===== src/rtl/mmio_uart_tx.sv =====
// Memory-mapped UART transmitter: core stores to TX_ADDR are queued in a FIFO and sent as 8N1 frames.
// Optional feature macro: UART_TX_PARITY_EN inserts an even-parity bit between the data bits and the stop bit.
module mmio_uart_tx #(
    parameter logic [31:0] TX_ADDR      = 32'h0000_1000,
    parameter int          CLKS_PER_BIT = 16,
    parameter int          FIFO_DEPTH   = 8
) (
    input  logic                        clk,
    input  logic                        reset,
    input  logic                        write_enab,
    input  logic [31:0]                 data_addr,
    input  logic [31:0]                 write_data,
    output logic                        tx,
    output logic                        busy,
    output logic [$clog2(FIFO_DEPTH):0] fifo_count,
    output logic [7:0]                  overflow_count
);
    localparam int PTR_W = $clog2(FIFO_DEPTH);
    localparam int CNT_W = $clog2(CLKS_PER_BIT);
    localparam logic [CNT_W-1:0] CNT_MAX = CNT_W'(CLKS_PER_BIT - 1);
    localparam logic [PTR_W:0]   DEPTH_C = (PTR_W + 1)'(FIFO_DEPTH);

`ifdef UART_TX_PARITY_EN
    typedef enum logic [2:0] {IDLE, START, DATA, PARITY, STOP} state_t;
`else
    typedef enum logic [1:0] {IDLE, START, DATA, STOP} state_t;
`endif

    state_t           state, state_next;
    logic [CNT_W-1:0] cnt, cnt_next;
    logic [2:0]       bit_idx, bit_next;
    logic [7:0]       shreg;
    logic [7:0]       mem [FIFO_DEPTH];
    logic [PTR_W-1:0] rd_ptr, wr_ptr;
    logic [PTR_W:0]   count_next;
    logic             bit_end, pop, push_req, push_ok, tx_next;
    logic             unused_bits;

    assign unused_bits = ^write_data[31:8];
    assign push_req    = write_enab && (data_addr == TX_ADDR);
    // A full FIFO still accepts a byte when the FSM pops in the same cycle.
    assign push_ok     = push_req && ((fifo_count < DEPTH_C) || pop);
    assign count_next  = fifo_count + {{PTR_W{1'b0}}, push_ok} - {{PTR_W{1'b0}}, pop};

    always_comb begin
        state_next = state;
        cnt_next   = cnt + CNT_W'(1);
        bit_next   = bit_idx;
        pop        = 1'b0;
        bit_end    = (cnt == CNT_MAX);
        case (state)
            IDLE: begin
                cnt_next = '0;
                if (fifo_count != '0) begin
                    pop        = 1'b1;
                    state_next = START;
                end
            end
            START: begin
                if (bit_end) begin
                    cnt_next   = '0;
                    state_next = DATA;
                end
            end
            DATA: begin
                if (bit_end) begin
                    cnt_next = '0;
                    if (bit_idx == 3'd7) begin
                        bit_next = '0;
`ifdef UART_TX_PARITY_EN
                        state_next = PARITY;
`else
                        state_next = STOP;
`endif
                    end else begin
                        bit_next = bit_idx + 3'd1;
                    end
                end
            end
`ifdef UART_TX_PARITY_EN
            PARITY: begin
                if (bit_end) begin
                    cnt_next   = '0;
                    state_next = STOP;
                end
            end
`endif
            STOP: begin
                if (bit_end) begin
                    cnt_next = '0;
                    if (fifo_count != '0) begin
                        pop        = 1'b1;
                        state_next = START;
                    end else begin
                        state_next = IDLE;
                    end
                end
            end
            default: begin
                cnt_next   = '0;
                state_next = IDLE;
            end
        endcase
    end

    // The line level is derived from the state being entered so tx is a clean register output.
    always_comb begin
        tx_next = 1'b1;
        case (state_next)
            START:   tx_next = 1'b0;
            DATA:    tx_next = shreg[bit_next];
`ifdef UART_TX_PARITY_EN
            PARITY:  tx_next = ^shreg;
`endif
            default: tx_next = 1'b1;
        endcase
    end

    always_ff @(posedge clk) begin
        if (reset) begin
            state          <= IDLE;
            cnt            <= '0;
            bit_idx        <= '0;
            shreg          <= '0;
            rd_ptr         <= '0;
            wr_ptr         <= '0;
            fifo_count     <= '0;
            overflow_count <= '0;
            tx             <= 1'b1;
            busy           <= 1'b0;
        end else begin
            state      <= state_next;
            cnt        <= cnt_next;
            bit_idx    <= bit_next;
            fifo_count <= count_next;
            tx         <= tx_next;
            busy       <= (state_next != IDLE) || (count_next != '0);
            if (pop) begin
                shreg  <= mem[rd_ptr];
                rd_ptr <= rd_ptr + PTR_W'(1);
            end
            if (push_ok)
                wr_ptr <= wr_ptr + PTR_W'(1);
            if (push_req && !push_ok && overflow_count != 8'hFF)
                overflow_count <= overflow_count + 8'd1;
        end
    end

    always_ff @(posedge clk) begin
        if (push_ok)
            mem[wr_ptr] <= write_data[7:0];
    end
endmodule


===== config.mk =====
export PLATFORM = sky130hd
export DESIGN_NAME = mmio_uart_tx
export DESIGN_NICKNAME = d
export VERILOG_FILES = /design/src/rtl/mmio_uart_tx.sv
export SDC_FILE = /design/constraint.sdc
export NUM_CORES = 1
export LEC_CHECK = 0
export CAP_MARGIN = 10
export CORE_ASPECT_RATIO = 0.75
export CORE_MARGIN = 1.5
export CORE_UTILIZATION = 54
export CTS_BUF_LIST = sky130_fd_sc_hd__clkbuf_8
export DETAILED_ROUTE_END_ITERATION = 12
export PLACE_DENSITY = 0.82
export SYNTH_ARGS = -nofsm -noshare
export SYNTH_HDL_FRONTEND = slang
export SYNTH_SLANG_ARGS = --single-unit

===== constraint.sdc =====
create_clock -name clk -period 3.7 [get_ports clk]
set_input_delay 0.925 -clock clk [delete_from_list [all_inputs] [get_ports clk]]
set_output_delay 0.925 -clock clk [all_outputs]
set_load 0.05 [all_outputs]

==> results.py <==
metrics = {
    "worst_setup_path": {
        "reg2reg_to": "busy",
        "r2r-start": "fifo_count[3]",
        "critPathMaxStageDelay_ns": 0.41,
        "cp.depth": 13,
        "crit_arrival_ns": 3.77,
        "worst_setup_path_start_kind": "input pin",
        "cp_top_family": "simple AND/OR/NAND/NOR gates",
        "path_max_fanout": 2,
        "cp-end-kind": "flip-flop",
        "critPathBufInv": 4,
        "r2r_slack_ns": 0.51,
        "cp.required_ns": 3.93,
        "crit_slowest_cell": "clkdlybuf4s50_1",
        "reg2regPathDepth": 15,
        "crit_type": "in2reg",
        "path_cells": "clkdlybuf4s50_1 > nor4_1 > and4_1 > and4_1 > inv_2 > ha_1 > inv_1 > ha_1 > inv_1 > fa_1 > xor2_1 > and4b_1 > a31oi_1",
    },
    "synthesis": {
        "synthDistinctLibCells": 47,
        "synth_area_um2": 4400,
        "synthTopCellsByCount": "64 x edfxtp_1, 37 x dfxtp_1, 34 x nor2_1, 16 x ha_1, 16 x mux4_2",
        "synth-seq-cells": 101,
        "yosysTopAreaCell": "edfxtp_1",
        "syn_inst": 322,
        "synth.net_count": 406,
        "synthArstFlopShare_pct": 0,
        "synth_ff_type": "edfxtp_1",
        "synth_edf_count": 64,
        "synth_seq_area_share_pct": 60.5,
        "synth_top_area_share_pct": 43.7,
        "synth.most_common_cell": "edfxtp_1",
        "avgSynthCellArea_um2": 13.7,
        "ys_top_cells_by_area": "edfxtp_1 44%, dfxtp_1 17%, mux4_2 8.2%",
        "ys_warn_count": 0,
    },
    "run": {
        "maxCapViolCount": 0,
    },
    "drt": {
        "ant_nets": 0,
        "drt_iter0_drc": 175,
        "wl_per_cell_um": 17.7,
        "routed-wl-met2_mm": 4.20,
        "top_layer": "met4",
        "first_pass_iters": 6,
        "num_vias": 2890,
        "drc_errors": 0,
        "wl_met3_um": 314,
        "wl_met1_mm": 4.41,
        "wirelength_mm": 8.98,
        "viasPerCell": 5.71,
    },
    "floorplan": {
        "fp-row-count": 28,
        "core_area_um2": 7880,
        "io_pins": 81,
        "initial_utilization_pct": 55.8,
        "die-area_um2": 8710,
        "die_width_um": 107,
        "die_y_um": 81.2,
    },
    "power": {
        "ir_worst_vdd_mv": 0.333,
        "static-leakage-power_nw": 1.90,
        "powerDensity_nw_per_um2": 557,
    },
    "clock_network": {
        "cts_made_buffers": 9,
        "holdBufCountCts": 0,
        "worstSkewPairLatency_ns": 0.37,
        "clk_path_buf_depth": 2,
        "cts_tree": "yes",
        "cts_root_buf": "clkbuf_8",
        "cts.clk_slew.worst_paths_ns": 0.09,
        "cts.sinks": 101,
        "htree_levels": 3,
    },
    "grt": {
        "grt_pass1_vias": 2752,
        "grt-ovfl-total": 0,
        "grt_pass1_wl_mm": 14.1,
        "antenna_found_initial": 0,
        "grt_usage_pct": 21.9,
        "grt_max_degree": 23,
    },
    "place": {
        "hpwl_mm": 6.36,
        "io_buffers": 56,
        "gp_congestion": 0.835,
        "place_ws_ns": -0.336,
        "placed_cells": 490,
    },
    "sta": {
        "postLayoutSetupSlackWorst_ns": 0.163,
        "rsz0062_at_grt": "false",
        "max_freq_mhz": 283,
        "hold_viol": 0,
        "fin_skew_ns": 0.00878,
        "post-route-period-util_pct": 95.6,
        "tightest_slew_ns": 0.925,
        "slew_headroom_pct": 38.2,
        "drv_slew": 0,
        "setup_viol": 0,
        "period_needed_ns": 3.54,
    },
    "finish": {
        "n_antenna_cell": 0,
        "fin_nets": 480,
        "syn2layout_area_growth_pct": 23.0,
        "finish.utilization_pct": 68.7,
        "final_cells": 506,
        "layout-drive-gt1-share_pct": 16.7,
    },
    "worst_hold_path": {
        "holdPathEnd": "cnt[0]",
        "hold_depth": 1,
        "worstHoldPathType": "reg2reg",
        "hold_start": "cnt[0]",
    },
    "run_status": {
        "status": "completed",
    },
}
==> how the worst max path moves through the flow <==
stage,slack (ns),to,startpoint
detailed placement,-0.34,busy,data_addr[15]
finish,0.16,busy,data_addr[0]
CTS,0.05,busy,data_addr[15]
floorplan,0.53,busy,data_addr[1]
global route,0.001,busy,data_addr[1]
global placement,-0.14,busy,data_addr[15]
==> power by group <==
group | total [W] | switching [W] | internal (W)
registers | 0.00136 | 0.0000949 | 0.00127
logic | 0.000932 | 0.000465 | 0.000467
clock network | 0.000720 | 0.000397 | 0.000323
total | 0.00302 | 0.000957 | 0.00206
==> repair_timing <==
item                                   4_1_cts  5_1_grt
endpoints found under the hold margin        0        0
setup buffers                                0        0
resized for setup                            0        2
setup endpoints to repair                    0        1
==> flip-flops by register name, indices dropped and copies added (netlist names) <==
name and count:
mem 64, overflow_count 8, shreg 8, cnt 4
fifo_count 4, bit_idx 3, rd_ptr 3, wr_ptr 3
state 2, busy 1, tx 1
==> final cells by class <==
class | count | area [um^2]
clock buffers | 9 | 124
clock inverters | 7 | 81.3
fillers | 552 | 2470
inverters | 12 | 45.0
multi-input cells | 195 | 1650
flip-flops and latches | 101 | 2660
well taps | 105 | 131
repair buffers | 77 | 718
==> metal layers <==
layer / GRT usage [%] / vias to the layer above
met5: 0 / -
met2: 34.1 / 60
met3: 5.62 / 7
li1: - / 1387
met1: 31.2 / 1436
met4: 5.07 / 0
==> cell families after synthesis <==
family,after synthesis,synth area share (%)
simple gates,99,11.8
xor+xnor,7,1.39
flops,101,60.5
mux,34,12.5
compound gates,38,6.40
buf+inv,26,2.42
fa+ha+maj,17,5.00
==> cells in the final DEF, fill, tap and decap left out, types with 5 or more instances in the layout <==
master / instances
nor4_1: 7
clkbuf_8: 9
nand2_1: 10
a21oi_1: 8
ha_1: 16
nand2b_1: 5
a211oi_1: 8
edfxtp_1: 64
mux4_2: 16
mux2i_1: 13
dfxtp_1: 37
clkdlybuf4s50_1: 56
nand3_1: 10
nor3_1: 5
inv_1: 12
buf_4: 21
and4_1: 6
nor2_1: 34
==> through the flow <==
step	cell area, um^2	hold WS [ns]	total power (W)	TNS (ns)
after floorplan	4400	0.429	0.00199	0
after global placement	5190	0.446	0.00228	-0.140
after detailed placement	5190	0.458	0.00232	-0.439
after CTS	5400	0.471	0.00303	0
after global routing	5410	0.519	0.00316	0
final	5410	0.467	0.00302	0
(Power assumes the default switching activity.)
==> patch 1, RTL diff (same flow settings) <==
Add a define of `UART_TX_PARITY_EN`.
--- a/src/rtl/mmio_uart_tx.sv
+++ b/src/rtl/mmio_uart_tx.sv
@@ -2,2 +2,4 @@
 // Optional feature macro: UART_TX_PARITY_EN inserts an even-parity bit between the data bits and the stop bit.
+`define UART_TX_PARITY_EN
+
 module mmio_uart_tx #(
Function: same outputs for any inputs over 10 cycles, from zero or initial values and one cycle with reset high; that may be too few to reach the edited logic, so the function may still have changed.
==> patch 1 against the original RTL <==
  * Synthesized cell count up 6.2%
  * Cell area up 2.5%
  * The flow now finishes with violations (negative setup slack)
  * Critical endpoint unchanged
  * Synthesized area grew 2.1%
  * Non-clock buffer count fell by 1
  * Die area is 2.0% higher
  * Total power grew 4.0%
  * Worst hold slack worse by 0.0026 ns
  * Setup slack worse by 0.20 ns
  * Sequential share of layout area decreased by 0.78 points
  * Register-to-register slack got worse by 0.20 ns
  * Sequential cell count grew 1
  * Wire length increased by 1.3%
==> patch 1: results (changes against the original RTL) <==
status: "finished, violations left"  # was completed
violations: "negative setup slack"
critPathLaunch: "data_addr[15]"  # was data_addr[0]
yosysSeqAreaShare_pct: 59.7  # was 60.5%
multi_input_cells: 216  # was 195
ys_top_cells_by_area: "edfxtp_1, dfxtp_1, mux4_2"  # unchanged
inv_count: 8  # was 12
bufAreaShareNonClock_pct: 13.1  # was 13.3%
nets: 492  # was 480
grt_max_degree: 24  # was 23
clock_area_share_pct: 3.02  # was 3.79%
drt_iter0_drc: 194  # was 175
synthTopCellsByCount: "edfxtp_1, nor2_1, dfxtp_1"  # was edfxtp_1, dfxtp_1, nor2_1
slew_headroom_pct: 34.5  # was 38.2%
leakagePower_nw: 1.94  # was 1.90 nW
synth-edff-count: 64  # unchanged
n_all_buffers: 76  # was 77
register_area_um2: 2690  # was 2660 µm²
critPathMaxStageDelay_ns: 0.42
grt_use_total_pct: 21.3  # was 21.9%
routed.top_layer: "met4"  # unchanged
vdd.ir_drop.worst_mv: 0.445  # was 0.333 mV
critical_path.slowest_cell: "clkdlybuf4s50_1"  # unchanged
setup_tns_ns: -0.0370  # was 0 ns
grt_pass1_vias: 2789  # was 2,752
ys_async_sr_fraction_pct: 0  # unchanged
via_count: 2960  # was 2,890
whs_ns: 0.464  # was 0.467 ns
critPathArrivalTime_ns: 3.98  # was 3.77 ns
gp_congestion: 0.840  # was 0.835
met2_length_um: 4440  # was 4200 µm
fillers: 546  # was 552
end_kind: "flip-flop"  # unchanged
wl_met1_um: 3920  # was 4410 µm
setup_ws_ns: -0.0370  # was 0.163 ns
multi_input_area_um2: 1800  # was 1650 µm²
yosys_warnings: 0  # unchanged
drt-pass1-iter-count: 4  # was 6
ff2ff_path_depth: 13  # was 15
netSwitchingFraction_pct: 32.2  # was 31.7%
finClkSkew_ns: 0.0116  # was 0.00878 ns
syn_nets: 421  # was 406
drive_gt1_share_pct: 17.2  # was 16.7%
r2r_start: "cnt[0]"  # was fifo_count[3]
wl_met3_um: 614  # was 314 µm
clk_latency_ns: 0.37  # about the same
clkSinkCount: 102  # was 101
wl_per_cell_um: 17.4  # was 17.7 µm
top_register: "mem"  # unchanged
grt_pass1_wl_um: 13800  # was 14,100 µm
dp_hpwl_um: 5940  # was 6360 µm
r2r_slack_ns: 0.31  # was 0.51 ns
setup-violations-final: 1  # was 0
path_clk_slew_ns: 0.08
synth_cell_types: 54  # was 47
-- patch 1: power groups by stage --
stage | logic, W | registers, W | clock network (W)
global route | 0.00118 | 0.00146 | 0.000666
detailed placement | 0.00100 | 0.00147 | 0
global placement | 0.000973 | 0.00147 | 0
floorplan | 0.000684 | 0.00147 | 0
CTS | 0.00101 | 0.00145 | 0.000627
finish | 0.00109 | 0.00144 | 0.000606
-- patch 1: metrics by stage --
stage          setup WS, ns  util [%]  cells  total power, W  cell area (µm²)
3_3_place_gp         -0.460      65.6    504         0.00244             5240
3_5_place_dp         -0.468      65.6    504         0.00247             5240
4_1_cts              0.0774      67.8    520         0.00308             5420
5_1_grt              -0.126      69.4    523         0.00331             5550
2_1_floorplan        0.0566         -    342         0.00216             4500
6_report            -0.0370      69.4    523         0.00314             5550
-- patch 1: worst max-delay path: cells and delay by family --
kind,cells,cell delay [ns]
compound gates,1,0.13
xor+xnor,1,0.21
fa+ha+maj,3,0.78
buf+inv,3,0.51
simple gates,5,1.43
-- patch 1: layer usage --
metal	up-vias	GRT usage [%]
li1	1417	-
met1	1424	27.1
met2	107	34.7
met3	12	6.83
met4	0	7.50
met5	-	0
-- patch 1: kinds of logic (layout without fill, tap and decap cells) --
logic type	Yosys count	after routing	synth area share [%]
mux	29	29	10.9
compound gates	37	37	5.85
buf+inv	24	100	2.45
fa+ha+maj	12	12	3.51
simple gates	114	114	12.9
xor+xnor	24	24	4.68
flops	102	102	59.7
-- patch 1: timing repair --
item                                    in CTS  in global routing
endpoints found under the hold margin        0                  0
resized for setup                            2                 22
pin swaps                                    1                 13
endpoints found under the setup margin       1                  1
setup buffers                                0                  3
==> patch 2, RTL diff (same flow settings) <==
Made on the original files. Reset style: asynchronous (`reset`), changed in one clocked block.
--- a/src/rtl/mmio_uart_tx.sv
+++ b/src/rtl/mmio_uart_tx.sv
@@ -118,3 +118,3 @@
 
-    always_ff @(posedge clk) begin
+    always_ff @(posedge clk or posedge reset) begin
         if (reset) begin
Formal check against the unedited RTL: differs if reset is asserted again (counterexample within 4 cycles, from zero or initial values and one cycle with reset high); with reset held inactive, the same outputs for 10 cycles.
==> patch 2 against the original RTL <==
  * Wire length down 7.5%
  * Non-clock buffer count down 8
  * Fmax up 2.9%
  * First-iteration DRC count down 5.7%
  * Sequential cell count unchanged
  * Synthesized area down 0.26%
  * Cell count down 9.5%
  * Setup slack better by 0.10 ns
  * Cell area down 0.72%
  * Largest cell class unchanged
  * Highest routed layer unchanged
Power is not compared: it rests on default switching activity, and its combinational part moved more than twofold at a synthesized area within 25%.
==> patch 2: results (changes against the original RTL) <==
nets: 432  # was 480
via_per_inst: 5.61  # was 5.71
top_regs: "mem x64, overflow_count x8, shreg x8"  # unchanged
path_clk_slew_ns: 0.10
fillers: 540  # was 552
critPathMaxStageDelay_ns: 0.47  # was 0.41 ns
cts_resized: 0  # unchanged
drt-pass1-iter-count: 4  # was 6
dpl.cell_count: 442  # was 490
synthTopCellsByCount: "edfxtp_1, dfrtp_1, nor2_1"  # was edfxtp_1, dfxtp_1, nor2_1
leakagePower_nw: 2.03
cts_buffers: 9  # unchanged
grt_use_total_pct: 20.3  # was 21.9%
synth-edff-count: 64  # unchanged
dp_hpwl_um: 5650  # was 6360 µm
grt_max_degree: 38  # was 23
ff2ff_path_depth: 12  # was 15
via_count: 2568  # was 2,890
syn_nets: 363  # was 406
critical_path.slowest_cell: "fa_1"  # was clkdlybuf4s50_1
place_ws_ns: -0.190  # was -0.336 ns
wl_met3_um: 258  # was 314 µm
slew_headroom_pct: 46.5  # was 38.2%
cp_max_fo: 2  # unchanged
wl_per_cell_um: 18.1  # was 17.7 µm
synth_cell_types: 44  # was 47
drive_gt1_share_pct: 15.6  # was 16.7%
cts_root_buffer: "clkbuf_8"  # unchanged
use_met3_pct: 4.98  # was 5.62%
yosysSeqAreaShare_pct: 64.9  # was 60.5%
htreeDepth: 3  # unchanged
n_antenna_cell: 0  # unchanged
vdd.ir_drop.worst_mv: 0.261
min_path_cells: 1  # unchanged
gp_congestion: 0.848  # was 0.835
finClkSkew_ns: 0.00873  # was 0.00878 ns
syn_area_um2: 4390  # was 4400 µm²
use_met1_pct: 26.7  # was 31.2%
wl_met1_um: 3690  # was 4410 µm
drt_iter0_drc: 165  # was 175
ys_async_sr_fraction_pct: 36.6  # was 0%
ys_top_cells_by_area: "edfxtp_1, dfrtp_1, mux4_2"  # was edfxtp_1, dfxtp_1, mux4_2
hold_viol: 0  # unchanged
routed.top_layer: "met4"  # unchanged
avgSynthCellArea_um2: 15.7  # was 13.7 µm²
grt_pass1_wl_um: 12900  # was 14,100 µm
met2_usage_pct: 35.0  # was 34.1%
met2_length_um: 4310  # was 4200 µm
hold_path.class: "flip-flop to flip-flop"  # unchanged
status: "completed"  # unchanged
critPathArrivalTime_ns: 3.68  # was 3.77 ns
[patch 2: logic make-up after synthesis]
| group | synth area share, % |
|---|---|
| AO/OA/AOI/OAI | 4.39 |
| XOR/XNOR | 2.79 |
| adder cells (fa/ha/maj) | 5.02 |
| buffers and inverters | 2.28 |
| flip-flops | 64.9 |
| multiplexers | 12.4 |
| AND/OR/NAND/NOR | 8.26 |
[patch 2: area by class of cell]
cell class	instances	area share [%]
timing repair buffer	69	12.2
clock buffer	9	2.31
clock inverter	7	1.98
sequential	101	53.0
tap	105	2.44
multi-input combinational	156	27.2
inverter	11	0.768
[patch 2: power by group through the flow]
stage	Combinational, W	Sequential, W	Clock (W)
after CTS	0.0000641	0.00120	0.000794
after global placement	0.0000617	0.00122	0
after global routing	0.0000696	0.00120	0.000834
after floorplan	0.00000815	0.00123	0
after detailed placement	0.0000639	0.00122	0
final	0.0000638	0.00120	0.000784
[patch 2: worst max-delay path: cells and delay by family]
| kind | cells | cell delay [ns] |
|---|---|---|
| AND/OR/NAND/NOR | 6 | 1.22 |
| adder cells (fa/ha/maj) | 3 | 0.95 |
| buffers and inverters | 4 | 0.58 |
[patch 2: final timing paths]
kind / startpoint / end / slack (ns)
max reg2reg: cnt[0] / busy / 0.36
max: data_addr[15] / busy / 0.26
min reg2reg: overflow_count[4] / overflow_count[4] / 0.50
min: overflow_count[4] / overflow_count[4] / 0.50
max in group asynchronous: reset / tx / 2.37
min in group asynchronous: reset / overflow_count[7] / 0.99
[patch 2: metrics by stage]
step	area (µm²)	setup TNS [ns]	total power [W]	hold slack, ns
floorplan	4390	0	0.00123	0.457
global placement	5130	-0.198	0.00129	0.472
detailed placement	5130	-0.190	0.00129	0.483
CTS	5360	0	0.00206	0.498
global route	5370	0	0.00210	0.533
finish	5370	0	0.00205	0.498
